--- src/rtl/lsu_pkg.sv ---
// lsu_pkg: shared funct3 width codes, FSM state encoding and default timeout for the load/store unit.
package lsu_pkg;
    localparam int TIMEOUT_CYCLES_DEF = 16;
    localparam logic [2:0] F3_B  = 3'b000;
    localparam logic [2:0] F3_H  = 3'b001;
    localparam logic [2:0] F3_W  = 3'b010;
    localparam logic [2:0] F3_BU = 3'b100;
    localparam logic [2:0] F3_HU = 3'b101;
    typedef enum logic [1:0] {S_IDLE, S_REQ, S_DONE} state_t;
endpackage

--- src/rtl/lsu_align.sv ---
// lsu_align: byte-lane enables and store replication, plus load lane select with sign/zero extension.
module lsu_align
    import lsu_pkg::*;
(
    input  logic [2:0]  i_funct3,
    input  logic [1:0]  i_addr,
    input  logic [31:0] i_wdata,
    input  logic [31:0] i_rdata,
    output logic [3:0]  o_be,
    output logic [31:0] o_wdata,
    output logic [31:0] o_rdata
);
    logic [31:0] w_shift;
    logic [7:0]  w_byte;
    logic [15:0] w_half;
    always_comb begin
        o_be    = (i_funct3[1:0] == 2'b00) ? 4'b0001 << i_addr
                : (i_funct3[1:0] == 2'b01) ? 4'b0011 << {i_addr[1], 1'b0}
                : 4'b1111;
        o_wdata = (i_funct3[1:0] == 2'b00) ? {4{i_wdata[7:0]}}
                : (i_funct3[1:0] == 2'b01) ? {2{i_wdata[15:0]}}
                : i_wdata;
        w_shift = i_rdata >> {i_addr, 3'b000};
        w_byte  = w_shift[7:0];
        w_half  = w_shift[15:0];
        o_rdata = (i_funct3 == F3_B)  ? {{24{w_byte[7]}}, w_byte}
                : (i_funct3 == F3_BU) ? {24'd0, w_byte}
                : (i_funct3 == F3_H)  ? {{16{w_half[15]}}, w_half}
                : (i_funct3 == F3_HU) ? {16'd0, w_half}
                : i_rdata;
    end
endmodule

--- src/rtl/load_store_unit.sv ---
// load_store_unit: RV32I load/store sequencer with a single outstanding memory request and timeout abort.
module load_store_unit
    import lsu_pkg::*;
#(
    parameter int TIMEOUT_CYCLES = TIMEOUT_CYCLES_DEF
) (
    input  logic        clk,
    input  logic        rst,
    input  logic        req_valid,
    input  logic        req_we,
    input  logic [2:0]  req_funct3,
    input  logic [31:0] req_addr,
    input  logic [31:0] req_wdata,
    output logic        stall,
    output logic        rsp_valid,
    output logic [31:0] rsp_rdata,
    output logic        rsp_misalign,
    output logic        rsp_err,
    output logic        mem_req,
    output logic        mem_we,
    output logic [31:0] mem_addr,
    output logic [3:0]  mem_be,
    output logic [31:0] mem_wdata,
    input  logic        mem_ready,
    input  logic [31:0] mem_rdata
);
    localparam logic [7:0] LP_LAST = 8'(TIMEOUT_CYCLES - 1);
    state_t      r_state, w_next;
    logic [7:0]  r_cnt;
    logic        r_we, r_err, r_misalign;
    logic [2:0]  r_funct3;
    logic [31:0] r_addr, r_wdata, r_rdata;
    logic        w_illegal, w_misalign, w_fault, w_timeout;
    logic [3:0]  w_be;
    logic [31:0] w_wdata, w_load;
    assign w_illegal  = (req_funct3 == 3'b011) || (req_funct3[2:1] == 2'b11) || (req_funct3[2] && req_we);
    assign w_misalign = !w_illegal && (((req_funct3[1:0] == 2'b01) && req_addr[0])
                      || ((req_funct3[1:0] == 2'b10) && (req_addr[1:0] != 2'b00)));
    assign w_fault    = w_illegal || w_misalign;
    assign w_timeout  = (r_cnt == LP_LAST);
    lsu_align u_align (
        .i_funct3 (r_funct3),
        .i_addr   (r_addr[1:0]),
        .i_wdata  (r_wdata),
        .i_rdata  (mem_rdata),
        .o_be     (w_be),
        .o_wdata  (w_wdata),
        .o_rdata  (w_load)
    );
    always_ff @(posedge clk or posedge rst) begin
        if (rst) r_state <= S_IDLE;
        else     r_state <= w_next;
    end
    always_comb begin
        w_next = (r_state == S_IDLE) ? (req_valid ? (w_fault ? S_DONE : S_REQ) : S_IDLE)
               : (r_state == S_REQ)  ? ((mem_ready || w_timeout) ? S_DONE : S_REQ)
               : S_IDLE;
    end
    // Faults skip memory entirely; their flags are captured at acceptance.
    always_ff @(posedge clk or posedge rst) begin
        if (rst) begin
            r_cnt      <= '0;
            r_we       <= 1'b0;
            r_funct3   <= '0;
            r_addr     <= '0;
            r_wdata    <= '0;
            r_rdata    <= '0;
            r_err      <= 1'b0;
            r_misalign <= 1'b0;
        end else if (r_state == S_IDLE && req_valid) begin
            r_cnt      <= '0;
            r_we       <= req_we;
            r_funct3   <= req_funct3;
            r_addr     <= req_addr;
            r_wdata    <= req_wdata;
            r_rdata    <= '0;
            r_err      <= w_illegal;
            r_misalign <= w_misalign;
        end else if (r_state == S_REQ) begin
            r_cnt <= r_cnt + 8'd1;
            if (mem_ready) begin
                r_rdata <= r_we ? 32'd0 : w_load;
                r_err   <= 1'b0;
            end else if (w_timeout) begin
                r_err   <= 1'b1;
            end
        end
    end
    always_comb begin
        stall        = (r_state == S_IDLE && req_valid) || (r_state == S_REQ);
        mem_req      = (r_state == S_REQ);
        mem_we       = mem_req && r_we;
        mem_addr     = mem_req ? {r_addr[31:2], 2'b00} : 32'd0;
        mem_be       = mem_req ? w_be : 4'd0;
        mem_wdata    = mem_req ? w_wdata : 32'd0;
        rsp_valid    = (r_state == S_DONE);
        rsp_rdata    = rsp_valid ? r_rdata : 32'd0;
        rsp_misalign = rsp_valid && r_misalign;
        rsp_err      = rsp_valid && r_err;
    end
endmodule

--- config.mk ---
export PLATFORM = sky130hd
export DESIGN_NAME = load_store_unit
export DESIGN_NICKNAME = d
export VERILOG_FILES = /design/src/rtl/lsu_pkg.sv /design/src/rtl/lsu_align.sv /design/src/rtl/load_store_unit.sv
export SDC_FILE = /design/constraint.sdc
export NUM_CORES = 1
export LEC_CHECK = 0
export ABC_AREA = 1
export ABC_CLOCK_PERIOD_IN_PS = 3400
export CORE_MARGIN = 10
export CORE_UTILIZATION = 30
export CTS_BUF_LIST = sky130_fd_sc_hd__clkbuf_8
export DETAILED_ROUTE_END_ITERATION = 6
export SLEW_MARGIN = 15
export SYNTH_ARGS = -nofsm -noshare
export SYNTH_HDL_FRONTEND = slang
export SYNTH_SLANG_ARGS = --single-unit
--- constraint.sdc ---
create_clock -name clk -period 3.4 [get_ports clk]
set_clock_uncertainty 0.2 [all_clocks]
set_input_delay 0.51 -clock clk [delete_from_list [all_inputs] [get_ports clk]]
set_output_delay 0.51 -clock clk [all_outputs]
set_load 0.02 [all_outputs]
Yosys cells after proc, flatten, opt, wreduce, memory -nomap -nowiden
Index checks and enable logic that the tools add are counted.
{"block": "word_totals", "regBits": 112, "inputBits": 104, "wordCells": 75}
{"block": "op_classes", "add_sub_neg": 1, "n_eq_ne": 11, "shift": 3, "n_mux": 27, "n_reduce_logical": 24}
{"cell": "32-bit 2-to-1 mux", "count": 13}
{"cell": "32-bit by 5-bit >> shifter with 16-bit output", "count": 1}
{"cell": "8-bit 2-to-1 mux", "count": 2}
{"cell": "4-bit 2-to-1 mux", "count": 3}
{"cell": "2-bit 2-to-1 mux", "count": 5}
{"cell": "8-bit by 1-bit adder with 8-bit output (second input constant)", "count": 1}
{"cell": "8-bit by 4-bit == test with 1-bit output (second input constant)", "count": 1}
{"cell": "1-bit logical AND", "count": 8}
{"cell": "2-bit by 1-bit == test with 1-bit output (second input constant)", "count": 3}
{"cell": "2-bit == test (second input constant)", "count": 3}
{"cell": "3-bit == test (second input constant)", "count": 2}
{"cell": "1-bit logical OR", "count": 6}
{"cell": "2-bit nonzero test", "count": 3}
{"cell": "2-bit logical NOT", "count": 2}
{"cell": "1-bit 2-to-1 mux", "count": 4}
{"cell": "2-bit AND reduction", "count": 2}
{"cell": "1-bit by 2-bit << shifter with 4-bit output (first input constant)", "count": 1}
{"cell": "2-bit by 2-bit << shifter with 4-bit output (first input constant)", "count": 1}
{"cell": "3-bit by 1-bit == test with 1-bit output (second input constant)", "count": 1}
{"cell": "3-bit by 2-bit == test with 1-bit output (second input constant)", "count": 1}
{"cell": "3-bit logical NOT", "count": 1}
{"cell": "3-bit nonzero test", "count": 1}
{"cell": "1-bit logical NOT", "count": 1}

Logic depth before layout (Yosys ltp)
{"block": "depth", "ltp_word": 9, "depth_mapped": 11, "depth_no_buf": 9}

Modules after synthesis
Synthesis repeated with hierarchy kept, for this count alone.
{"block": "hier_totals", "cells_unflattened": 944, "area_unflattened_um2": 6461.2}
{"module": "load_store_unit", "instances": 1, "cells_each": 669, "area_each_um2": 5154.9, "seq_area_each_um2": 2802.7}
{"module": "lsu_align", "instances": 1, "cells_each": 275, "area_each_um2": 1306.3, "seq_area_each_um2": 0.0}

Worst setup path before layout
OpenSTA, ideal clock, no wires.
{"block": "synth_path", "path_kind": "register to output", "startpoint": "reg r_state[1]", "endpoint": "out rsp_rdata[10]", "t_arrival_ps": 1537, "slack_ps": 1153, "stages_incl_launch_ff": 6, "n_path_buf": 1, "cell_sequence": "dfrtp_1 inv_2 nor2_1 clkinv_1 clkbuf_1 nor2_1"}
{"block": "synth_via", "elab_chain_cells": 2}
{"item": "start: declaration", "line_no": "load_store_unit.sv:28", "rtl": "state_t r_state, w_next;"}
{"item": "start signal: assignment", "line_no": "load_store_unit.sv:52", "rtl": "else r_state <= w_next;"}
{"item": "2-bit == test", "line_no": "load_store_unit.sv:96", "rtl": "rsp_valid = (r_state == S_DONE);"}
{"item": "via rsp_valid", "line_no": "load_store_unit.sv:15", "rtl": "output logic rsp_valid,"}
{"item": "32-bit 2-to-1 mux", "line_no": "load_store_unit.sv:97", "rtl": "rsp_rdata = rsp_valid ? r_rdata : 32'd0;"}
{"item": "end: declaration", "line_no": "load_store_unit.sv:16", "rtl": "output logic [31:0] rsp_rdata,"}
The timed path passes the listed nets, and every way through them passes these cells.

Final worst setup path
{"block": "layout_path", "startpoint": "reg r_state[1]", "endpoint": "out mem_wdata[23]"}
{"block": "layout_via", "elab_chain_cells": 2}
{"item": "2-bit by 1-bit == test with 1-bit output", "line_no": "load_store_unit.sv:91", "rtl": "mem_req = (r_state == S_REQ);"}
{"item": "32-bit 2-to-1 mux", "line_no": "load_store_unit.sv:95", "rtl": "mem_wdata = mem_req ? w_wdata : 32'd0;"}
{"item": "end: declaration", "line_no": "load_store_unit.sv:23", "rtl": "output logic [31:0] mem_wdata,"}
No other way between the ends.

==> impl_metrics.toml <==
[outcome]
status = "complete, no violations"

[floorplan]
rows = 52
fp.dieH_um = 164
die_width_um = 164
floorplan.initialDensity_pct = 30.6
die_area_mm2 = 0.0270
io_pins = 210
core_area_mm2 = 0.0204

[synth]
synth_most_common_cell = "nand2_1"
synth_area_leaders = "dfrtp_1 (45%), nand2_1 (25%), nor2_1 (7.3%), inv_1 (6.0%), o21ai_0 (4.4%)"
syn_area_per_cell_um2 = 6.58
yosys-top-cells-count = "nand2_1 (408), nor2_1 (121), dfrtp_1 (112)"
seq_area_frac_synth_pct = 44.9
yosysTopAreaCell = "dfrtp_1"
async_reset_ff_share_pct = 100
syn_area_mm2 = 0.00624
ys_seq_elements = 112
synth_cell_types = 28
synth_edf_count = 0
yosysWarnings = 0
syn_inst = 947
ys.flop_type = "dfrtp_1"
synth.top_cell.area_share_pct = 44.9

[cts]
clockBufferDepth = 2
clk_latency_ns = 0.40
cts.htree.levels = 3
clkSinkCount = 112
cts.clk_slew.worst_paths_ns = 0.13
cts_tree = "yes"
numCtsBuffers = 9
cts_root_buffer = "clkbuf_8"
ctsHoldBuffers = 0

[setup_path]
cpMaxStageDelayCell = "clkdlybuf4s50_1"
path_max_fanout = 16
required_ns = 2.69
r2r_slack_ns = 1.14
end_kind = "output pin"
slowest_delay_ns = 0.69
cp.arrival_ns = 2.45
start_kind = "register"
path_cells = "nor2_4, buf_4, o21ai_0, a21oi_1, clkdlybuf4s50_1"
crit_type = "reg -> out"

[timing]
setup_tns_ns = 0
drv_slew = 0
tightest_slew_ns = 0.701
finalHoldViolCount = 0
min_period_ns = 3.16
timing.fmax_mhz = 316
post-route-period-util_pct = 93.0
slew_headroom_pct = 53.2
rsz0062_at_grt = "no"
finalSetupViolCount = 0

[route]
first_iter_violations = 461
vias = 6357
avgRoutedWirePerCell_um = 15.4
drc_errors = 0
first_pass_iters = 5
routed_wl_mm = 21.6
routed_via_density = 4.53
ant_nets = 0

[layout]
diodes = 0
final-instance-count-excl-fill = 1403
nNetsFinal = 1233
syn_to_final_growth_pct = 39.8
drive_gt1_share_pct = 4.24

[placed_design]
gp_congestion = 0.886
portBuffers = 207
dp.cells = 1387
dp.final_hpwl_mm = 15.9

[pwr]
irDropWorstVdd_mv = 0.214
p_total_mw = 4.37
p_leak_nw = 4.23
p_per_area_mw_per_mm2 = 501

[global_route]
first_global_vias = 6153
grt_pass1_wl_mm = 34.1
grtUsageTotal_pct = 15.9
overflow = 0
antenna_found_initial = 0
grt_max_degree = 112

[run]
maxCapViolCount = 0

[hold_path]
hold_class = "reg -> reg"
-- registers in the layout, summed over array words and instances, names as in the netlist --
register,count
r_addr,32
r_cnt,8
r_err,1
r_funct3,3
r_misalign,1
r_rdata,32
r_state,2
r_wdata,32
r_we,1
-- logic make-up (layout without fill, tap and decap cells) --
group,after synthesis,in the layout,share of synthesized area (%)
simple gates,587,587,37.0
buf+inv,160,345,10.5
flops,112,112,44.9
compound gates,84,84,6.96
xor+xnor,2,2,0.281
fa+ha+maj,1,1,0.201
other cells,1,2,0.0601
-- area by class of cell --
type,instances,area [um^2]
Sequential cell,112,2800
Timing Repair Buffer,219,2200
Tap cell,270,338
Fill cell,2165,11600
Clock buffer,9,124
Inverter,110,420
Multi-Input combinational cell,676,2780
Clock inverter,7,53.8
-- routing by layer --
| layer | track usage (%) | vias to the layer above | part of all wire, % | routed length [um] |
|---|---|---|---|---|
| li1 | - | 3206 | - | - |
| met1 | 20.8 | 2909 | 44 | 9590 |
| met2 | 23.3 | 228 | 42 | 9130 |
| met3 | 7.08 | 14 | 13 | 2710 |
| met4 | 4.10 | 0 | 1.0 | 219 |
| met5 | 0 | - | 0 | 0 |
-- critical path: cells and delay by family (launching register included) --
| family | cells | cell delay [ns] |
|---|---|---|
| and+or+nand+nor | 1 | 0.26 |
| AOI/OAI and AO/OA | 2 | 0.36 |
| DFF | 1 | 0.43 |
| buffers and inverters | 2 | 0.98 |
-- metrics by stage --
stage	util, %	hold WS [ns]	area, um^2	setup WS (ns)
after floorplan	-	0.244	6240	1.15
after global placement	41.9	0.258	8540	0.462
after detailed placement	41.9	0.260	8540	0.411
after CTS	42.8	0.291	8720	0.158
after global routing	42.8	0.304	8720	0.0864
final	42.8	0.287	8720	0.238
-- cells in the final DEF, fill, tap and decap left out, types with 2 or more instances in the layout --
master / synthesis / final
clkdlybuf4s50_1: 0 / 207
inv_6: 0 / 2
clkinv_2: 0 / 2
inv_2: 8 / 7
o21ai_0: 55 / 55
nor2_4: 3 / 3
nand3_1: 47 / 47
nor2_2: 4 / 4
a21oi_1: 22 / 22
inv_1: 100 / 100
buf_12: 0 / 3
nor2_1: 121 / 121
conb_1: 1 / 2
o22ai_1: 4 / 4
nand2_1: 408 / 408
dfrtp_1: 112 / 112
clkinvlp_4: 0 / 2
buf_4: 3 / 9
clkbuf_8: 0 / 9
-- path summary, 6_finish.rpt --
check | to | cells past startpoint | startpoint
setup / recovery | mem_wdata[23] | 5 | r_state[1]$_DFF_PP0_
hold / removal | r_rdata[21]$_DFFE_PP0P_ | 2 | r_rdata[21]$_DFFE_PP0P_
setup reg to reg | r_rdata[12]$_DFFE_PP0P_ | 9 | r_state[1]$_DFF_PP0_
hold reg to reg | r_rdata[21]$_DFFE_PP0P_ | 2 | r_rdata[21]$_DFFE_PP0P_
max in group asynchronous | r_wdata[31]$_DFFE_PP0P_ | 3 | rst
min in group asynchronous | r_rdata[2]$_DFFE_PP0P_ | 3 | rst
-- timing repair --
action / 4_1_cts / 5_1_grt
setup endpoints to repair: 1 / 0
resized for setup: 1 / 0
setup buffers: 0 / 0
-- power by group --
part	internal (mW)	switching, mW	leakage, nW	total, mW
combinational	0.651	1.14	2.70	1.80
clock	0.276	0.517	0.0933	0.792
sequential	1.61	0.168	1.44	1.78
Note: power is estimated with default switching activity, not from simulation.
